**src/rtl/ccff_pkg.sv**
```systemverilog
// Shared FSM state encoding and default geometry for the ccff chain loader.
package ccff_pkg;

  typedef enum logic [1:0] {
    IDLE  = 2'd0,
    FETCH = 2'd1,
    SHIFT = 2'd2,
    DONE  = 2'd3
  } ccff_state_t;

  // One connection block: 7 muxes x 6 SRAM bits.
  localparam int CCFF_CHAIN_LEN_DEF = 42;
  localparam int CCFF_WORD_W_DEF    = 32;

endpackage

```
**src/rtl/ccff_readback.sv**
```systemverilog
// Purpose: collects ccff_tail bits LSB-first into words for readback.
// Latency: rb_valid pulses one cycle after the WORD_W-th (or final) sampled bit.
// Backpressure: none; each word is presented for exactly one cycle.
module ccff_readback
  import ccff_pkg::*;
#(
  parameter int WORD_W = CCFF_WORD_W_DEF
) (
  input  logic              prog_clk,
  input  logic              pReset_n,
  input  logic              clr,
  input  logic              sample,
  input  logic              last,
  input  logic              tail,
  output logic              rb_valid,
  output logic [WORD_W-1:0] rb_data
);

  localparam int IW = $clog2(WORD_W + 1);

  logic [IW-1:0]     idx;
  logic [WORD_W-1:0] acc;
  logic [WORD_W-1:0] acc_nxt;
  logic              full;

  // Bits land at their final position so a short last word is already zero-padded.
  always_comb begin
    acc_nxt = acc | (WORD_W'(tail) << idx);
    full    = (idx == IW'(WORD_W - 1));
  end

  always_ff @(posedge prog_clk or negedge pReset_n) begin
    if (!pReset_n) begin
      idx      <= '0;
      acc      <= '0;
      rb_valid <= 1'b0;
      rb_data  <= '0;
    end else begin
      rb_valid <= 1'b0;
      if (clr) begin
        idx <= '0;
        acc <= '0;
      end else if (sample) begin
        if (full || last) begin
          rb_valid <= 1'b1;
          rb_data  <= acc_nxt;
          idx      <= '0;
          acc      <= '0;
        end else begin
          acc <= acc_nxt;
          idx <= idx + IW'(1);
        end
      end
    end
  end

endmodule

```
**src/rtl/ccff_loader.sv**
```systemverilog
// Purpose: serialises cfg words LSB-first into a ccff chain (readback under CCFF_READBACK_EN).
// Latency: 1 cycle word-accept to first shift; CHAIN_LEN + ceil(CHAIN_LEN/WORD_W) cycles per load.
// Backpressure: cfg_ready only in FETCH; chain stalls (shift_en low) while cfg_valid is low.
module ccff_loader
  import ccff_pkg::*;
#(
  parameter int CHAIN_LEN = CCFF_CHAIN_LEN_DEF,
  parameter int WORD_W    = CCFF_WORD_W_DEF
) (
  input  logic              prog_clk,
  input  logic              pReset_n,
  input  logic              start,
  input  logic              abort,
  input  logic              cfg_valid,
  output logic              cfg_ready,
  input  logic [WORD_W-1:0] cfg_data,
  output logic              ccff_head,
  output logic              ccff_shift_en,
  input  logic              ccff_tail,
  output logic              busy,
  output logic              done,
  output logic              aborted
`ifdef CCFF_READBACK_EN
  ,
  output logic              rb_valid,
  output logic [WORD_W-1:0] rb_data
`endif
);

  localparam int CW  = $clog2(CHAIN_LEN + 1);
  localparam int WLW = $clog2(WORD_W + 1);

  ccff_state_t       state;
  ccff_state_t       state_nxt;
  logic [WORD_W-1:0] shreg;
  logic [CW-1:0]     bit_cnt;
  logic [WLW-1:0]    word_left;
  logic [WLW-1:0]    word_take;
  int                remain;

  // Final word is truncated so bits past CHAIN_LEN are never shifted out.
  always_comb begin
    remain    = CHAIN_LEN - int'(bit_cnt);
    word_take = (remain < WORD_W) ? WLW'(remain) : WLW'(WORD_W);
  end

  always_ff @(posedge prog_clk or negedge pReset_n) begin
    if (!pReset_n) state <= IDLE;
    else           state <= state_nxt;
  end

  always_comb begin
    state_nxt     = state;
    cfg_ready     = 1'b0;
    ccff_shift_en = 1'b0;
    ccff_head     = 1'b0;
    busy          = 1'b0;
    done          = 1'b0;
    case (state)
      IDLE: begin
        if (start) state_nxt = FETCH;
      end
      FETCH: begin
        busy      = 1'b1;
        cfg_ready = !abort;
        if (cfg_valid) state_nxt = SHIFT;
      end
      SHIFT: begin
        busy          = 1'b1;
        ccff_shift_en = 1'b1;
        ccff_head     = shreg[0];
        if (word_left == WLW'(1))
          state_nxt = (bit_cnt == CW'(CHAIN_LEN - 1)) ? DONE : FETCH;
      end
      DONE: begin
        done = 1'b1;
        if (start) state_nxt = FETCH;
      end
      default: state_nxt = IDLE;
    endcase
    if (abort) state_nxt = IDLE;
  end

  always_ff @(posedge prog_clk or negedge pReset_n) begin
    if (!pReset_n) begin
      shreg     <= '0;
      bit_cnt   <= '0;
      word_left <= '0;
      aborted   <= 1'b0;
    end else begin
      if (abort) begin
        aborted <= 1'b1;
      end else if (start && (state == IDLE || state == DONE)) begin
        bit_cnt <= '0;
        aborted <= 1'b0;
      end
      if (cfg_valid && cfg_ready) begin
        shreg     <= cfg_data;
        word_left <= word_take;
      end
      if (ccff_shift_en) begin
        shreg     <= shreg >> 1;
        bit_cnt   <= bit_cnt + CW'(1);
        word_left <= word_left - WLW'(1);
      end
    end
  end

`ifdef CCFF_READBACK_EN
  logic last_shift;
  assign last_shift = ccff_shift_en && (bit_cnt == CW'(CHAIN_LEN - 1));

  ccff_readback #(
    .WORD_W (WORD_W)
  ) u_readback (
    .prog_clk (prog_clk),
    .pReset_n (pReset_n),
    .clr      (!busy),
    .sample   (ccff_shift_en),
    .last     (last_shift),
    .tail     (ccff_tail),
    .rb_valid (rb_valid),
    .rb_data  (rb_data)
  );
`else
  logic tail_unused;
  assign tail_unused = ccff_tail;
`endif

endmodule
```
**config.mk**
```make
export PLATFORM = sky130hd
export DESIGN_NAME = ccff_loader
export DESIGN_NICKNAME = d
export VERILOG_FILES = /design/src/rtl/ccff_pkg.sv /design/src/rtl/ccff_readback.sv /design/src/rtl/ccff_loader.sv
export SDC_FILE = /design/constraint.sdc
export NUM_CORES = 1
export LEC_CHECK = 0
export CORE_AREA = 2 2 109 58
export CTS_CLUSTER_DIAMETER = 50
export DETAILED_ROUTE_END_ITERATION = 10
export DIE_AREA = 0 0 111 60
export GPL_ROUTABILITY_DRIVEN = 0
export GPL_TIMING_DRIVEN = 0
export HOLD_SLACK_MARGIN = 0.08
export MAX_ROUTING_LAYER = met4
export PLACE_DENSITY = 0.76
export SLEW_MARGIN = 10
export SYNTH_ARGS = -nofsm -noshare
export SYNTH_HDL_FRONTEND = slang
export SYNTH_SLANG_ARGS = --single-unit
```
**constraint.sdc**
```tcl
create_clock -name prog_clk -period 3.5 [get_ports prog_clk]
set_clock_uncertainty 0.05 [all_clocks]
set_input_delay 0.7 -clock prog_clk [delete_from_list [all_inputs] [get_ports prog_clk]]
set_output_delay 0.7 -clock prog_clk [all_outputs]
set_load 0.03 [all_outputs]
```
==> impl_metrics.tcl <==
set metrics [dict create \
    ant_nets 0 \
    worst_setup_path_end_kind "output pin" \
    crit_fanout 10 \
    io_buffers 42 \
    io-pin-count 44 \
    worst-setup-path-type "reg2out" \
    nets 343 \
    seq_area_um2 1180 \
    rsz0062_at_grt "no" \
    start_util 0.429 \
    start_kind "register" \
    ys_seq_area_frac 0.474 \
    fmaxAchievable_ghz 0.303 \
    syn2layout_area_growth_pct 28.3 \
    finalMaxSlewViolations 0 \
    tns_ns 0 \
    clkTransAtPathRegs_ns 0.07 \
    vias 2008 \
    drive_gt1_frac 0.0805 \
    drt_iter0_drc 145 \
    synth_cell_types 42 \
    synthCells 248 \
    rows 20 \
    yosysWarnings 0 \
    dp_hpwl_mm 4.07 \
    critPathArrivalTime_ns 2.55 \
    hp-class "in2async" \
    grt_pass1_wl_mm 9.83 \
    finalNonFillerCells 375 \
    switchingPower_mw 0.906 \
    fp.coreArea_um2 5780 \
    clock_latency_ns 0.29 \
    dp_slack_ns 0.117 \
    hold_violations 0 \
    dieArea_um2 6660 \
    nFillCells 520 \
    multi_input_area_um2 1190 \
    synth_seq_cells 47 \
    leakage_nw 1.54 \
    grt_max_degree 37 \
    gr-total-overflow 0 \
    min_period_ns 3.30 \
    required_ns 2.75 \
    power_frac_clock 0.227 \
    synth.top_cells.by_area "dfrtp_1 (47%), mux2i_1 (13%), o21ai_0 (6.7%)" \
    synth_top_area_cell "dfrtp_1" \
    holdBufCountCts 0 \
    power_frac_comb 0.384 \
    syn_area_um2 2480 \
    layout_setup_ws_ns 0.199 \
    utilization 0.551 \
    syn_area_per_cell_um2 10.0 \
    grt_pass1_vias 1991 \
    slew_headroom 0.692 \
    cts_setup_buffers 0 \
    worst_pin_slew_ns 0.462 \
    swShare 0.370 \
    grt_antenna_before_repair 0 \
    drt_wl_total_mm 5.67 \
    drc 0 \
    die-height_um 60 \
    synth_top_area_frac 0.474 \
    power.density_nw_per_um2 768 \
    cts_root_buf "clkbuf_16" \
    internal_power_mw 1.54 \
    hold-worst-slack_ns 0.233 \
    htree_num_levels 2 \
    wl_per_cell_um 15.1 \
    drt_pass1_iterations 4 \
    cts.path.max_buffers 2 \
    maxCapViolCount 0 \
    die_x_um 111 \
    outcome "complete, no violations" \
    cts_buffers 5 \
    n_antenna_cell 0 \
    fin_crit_sh 0.943 \
    cts.sinks 47 \
    setup_viol 0 \
    track_usage 0.193 \
    peakVddDrop_uv 255 \
    cts_tree "done" \
    syn_nets 294 \
    dpl.cell_count 368 \
    vias_per_cell 5.35 \
    p_seq_frac 0.389 \
]
## synth_stat cells (all sizes together)
cell type	number
dfrtp	47
nand2	36
o21ai	34
mux2i	32
clkbuf	12
a21oi	8
ha	8
inv	8
nor2	8
buf	6
a21o	4
a22o	4
xnor2	4
xor2	4
a221o	3
nor2b	3
a211oi	2
a311oi	2
a31oi	2
nand3	2
o31ai	2
a21boi	1
a2bb2oi	1
a41oi	1
and2	1
mux2	1
nand2b	1
nand3b	1
nand4	1
nor3	1
nor3b	1
nor4bb	1
o21a	1
o311ai	1
o31a	1
or2	1
or3	1
or4	1
## final cells by class
type                            instances  area share
Multi-Input combinational cell        175       0.374
Sequential cell                        47       0.369
Timing Repair Buffer                   43       0.137
Clock buffer                            5      0.0393
Tap cell                               77      0.0303
Buffer                                 17      0.0267
Clock inverter                          3      0.0145
Inverter                                8     0.00943
## cell families after synthesis
| family | share of synthesized area |
|---|---|
| mux | 0.134 |
| fa+ha+maj | 0.0403 |
| buf+inv | 0.0469 |
| simple gates | 0.108 |
| compound gates | 0.169 |
| flops | 0.474 |
| xor+xnor | 0.0282 |
## layout by cell type (no fill, tap or decap), drive strengths merged, types with 2 or more instances in the layout
master / synthesis / layout
dfrtp: 47 / 47
clkdlybuf4s50: 0 / 41
nand2: 36 / 36
o21ai: 34 / 34
mux2i: 32 / 32
clkbuf: 12 / 16
inv: 8 / 9
nor2: 8 / 8
a21oi: 8 / 8
ha: 8 / 8
buf: 6 / 8
a21o: 4 / 4
xor2: 4 / 4
xnor2: 4 / 4
a22o: 4 / 4
nor2b: 3 / 3
a221o: 3 / 3
a31oi: 2 / 2
a311oi: 2 / 2
o31ai: 2 / 2
nand3: 2 / 2
a211oi: 2 / 2
## critical path: stages, from the launching register on
cell and delay [ns]:
dfrtp_1 0.43, inv_1 0.10, ha_1 0.36, clkbuf_2 0.29
clkbuf_2 0.27, and2_1 0.15, clkdlybuf4s50_1 0.66
## through the flow
| stage | power [mW] | instance area [µm²] |
|---|---|---|
| after floorplan | 1.59 | 2480 |
| after CTS | 2.46 | 3190 |
| after global routing | 2.63 | 3180 |
| final | 2.45 | 3180 |
| after detailed placement | 1.89 | 3010 |
| after global placement | 1.84 | 3000 |
## path summary, 6_finish.rpt
kind | slack (ns) | start | to | depth (start not counted)
worst min register to register | 0.43 | aborted | aborted | 1
min in group prog_clk | 0.43 | aborted | aborted | 1
worst min-delay path | 0.23 | pReset_n | shreg[1] | 1
worst max-delay path | 0.20 | state[0] | ccff_head | 6
worst max register to register | 1.49 | state[0] | shreg[21] | 6
max in group asynchronous | 2.69 | pReset_n | aborted | 2
## repair_timing
action / 4_1_cts / 5_1_grt
endpoints found under the hold margin: 0 / 0
setup endpoints to repair: 1 / 1
gates resized for setup: 2 / 0
## registers in the layout, summed over array words and instances (netlist names)
| register | flops |
|---|---|
| shreg | 32 |
| word_left | 6 |
| state | 2 |
| aborted | 1 |
| bit_cnt | 6 |
## routing by layer
metal  part of all wire  track usage  vias to the layer above
li1                   -            -                      972
met1               0.53        0.279                      985
met2               0.42        0.273                       44
met3              0.043       0.0477                        7
met4             0.0074       0.0500                        0
met5                  0            -                        -
## power by group through the flow
stage          combinational, mW  clock [mW]  sequential [mW]
4_1_cts                    0.946       0.561            0.948
5_1_grt                     1.06       0.585            0.987
3_5_place_dp               0.940           0            0.955
3_3_place_gp               0.898           0            0.944
2_1_floorplan              0.674           0            0.916
6_report                   0.939       0.555            0.953
Note: power is estimated with default switching activity, not from simulation.
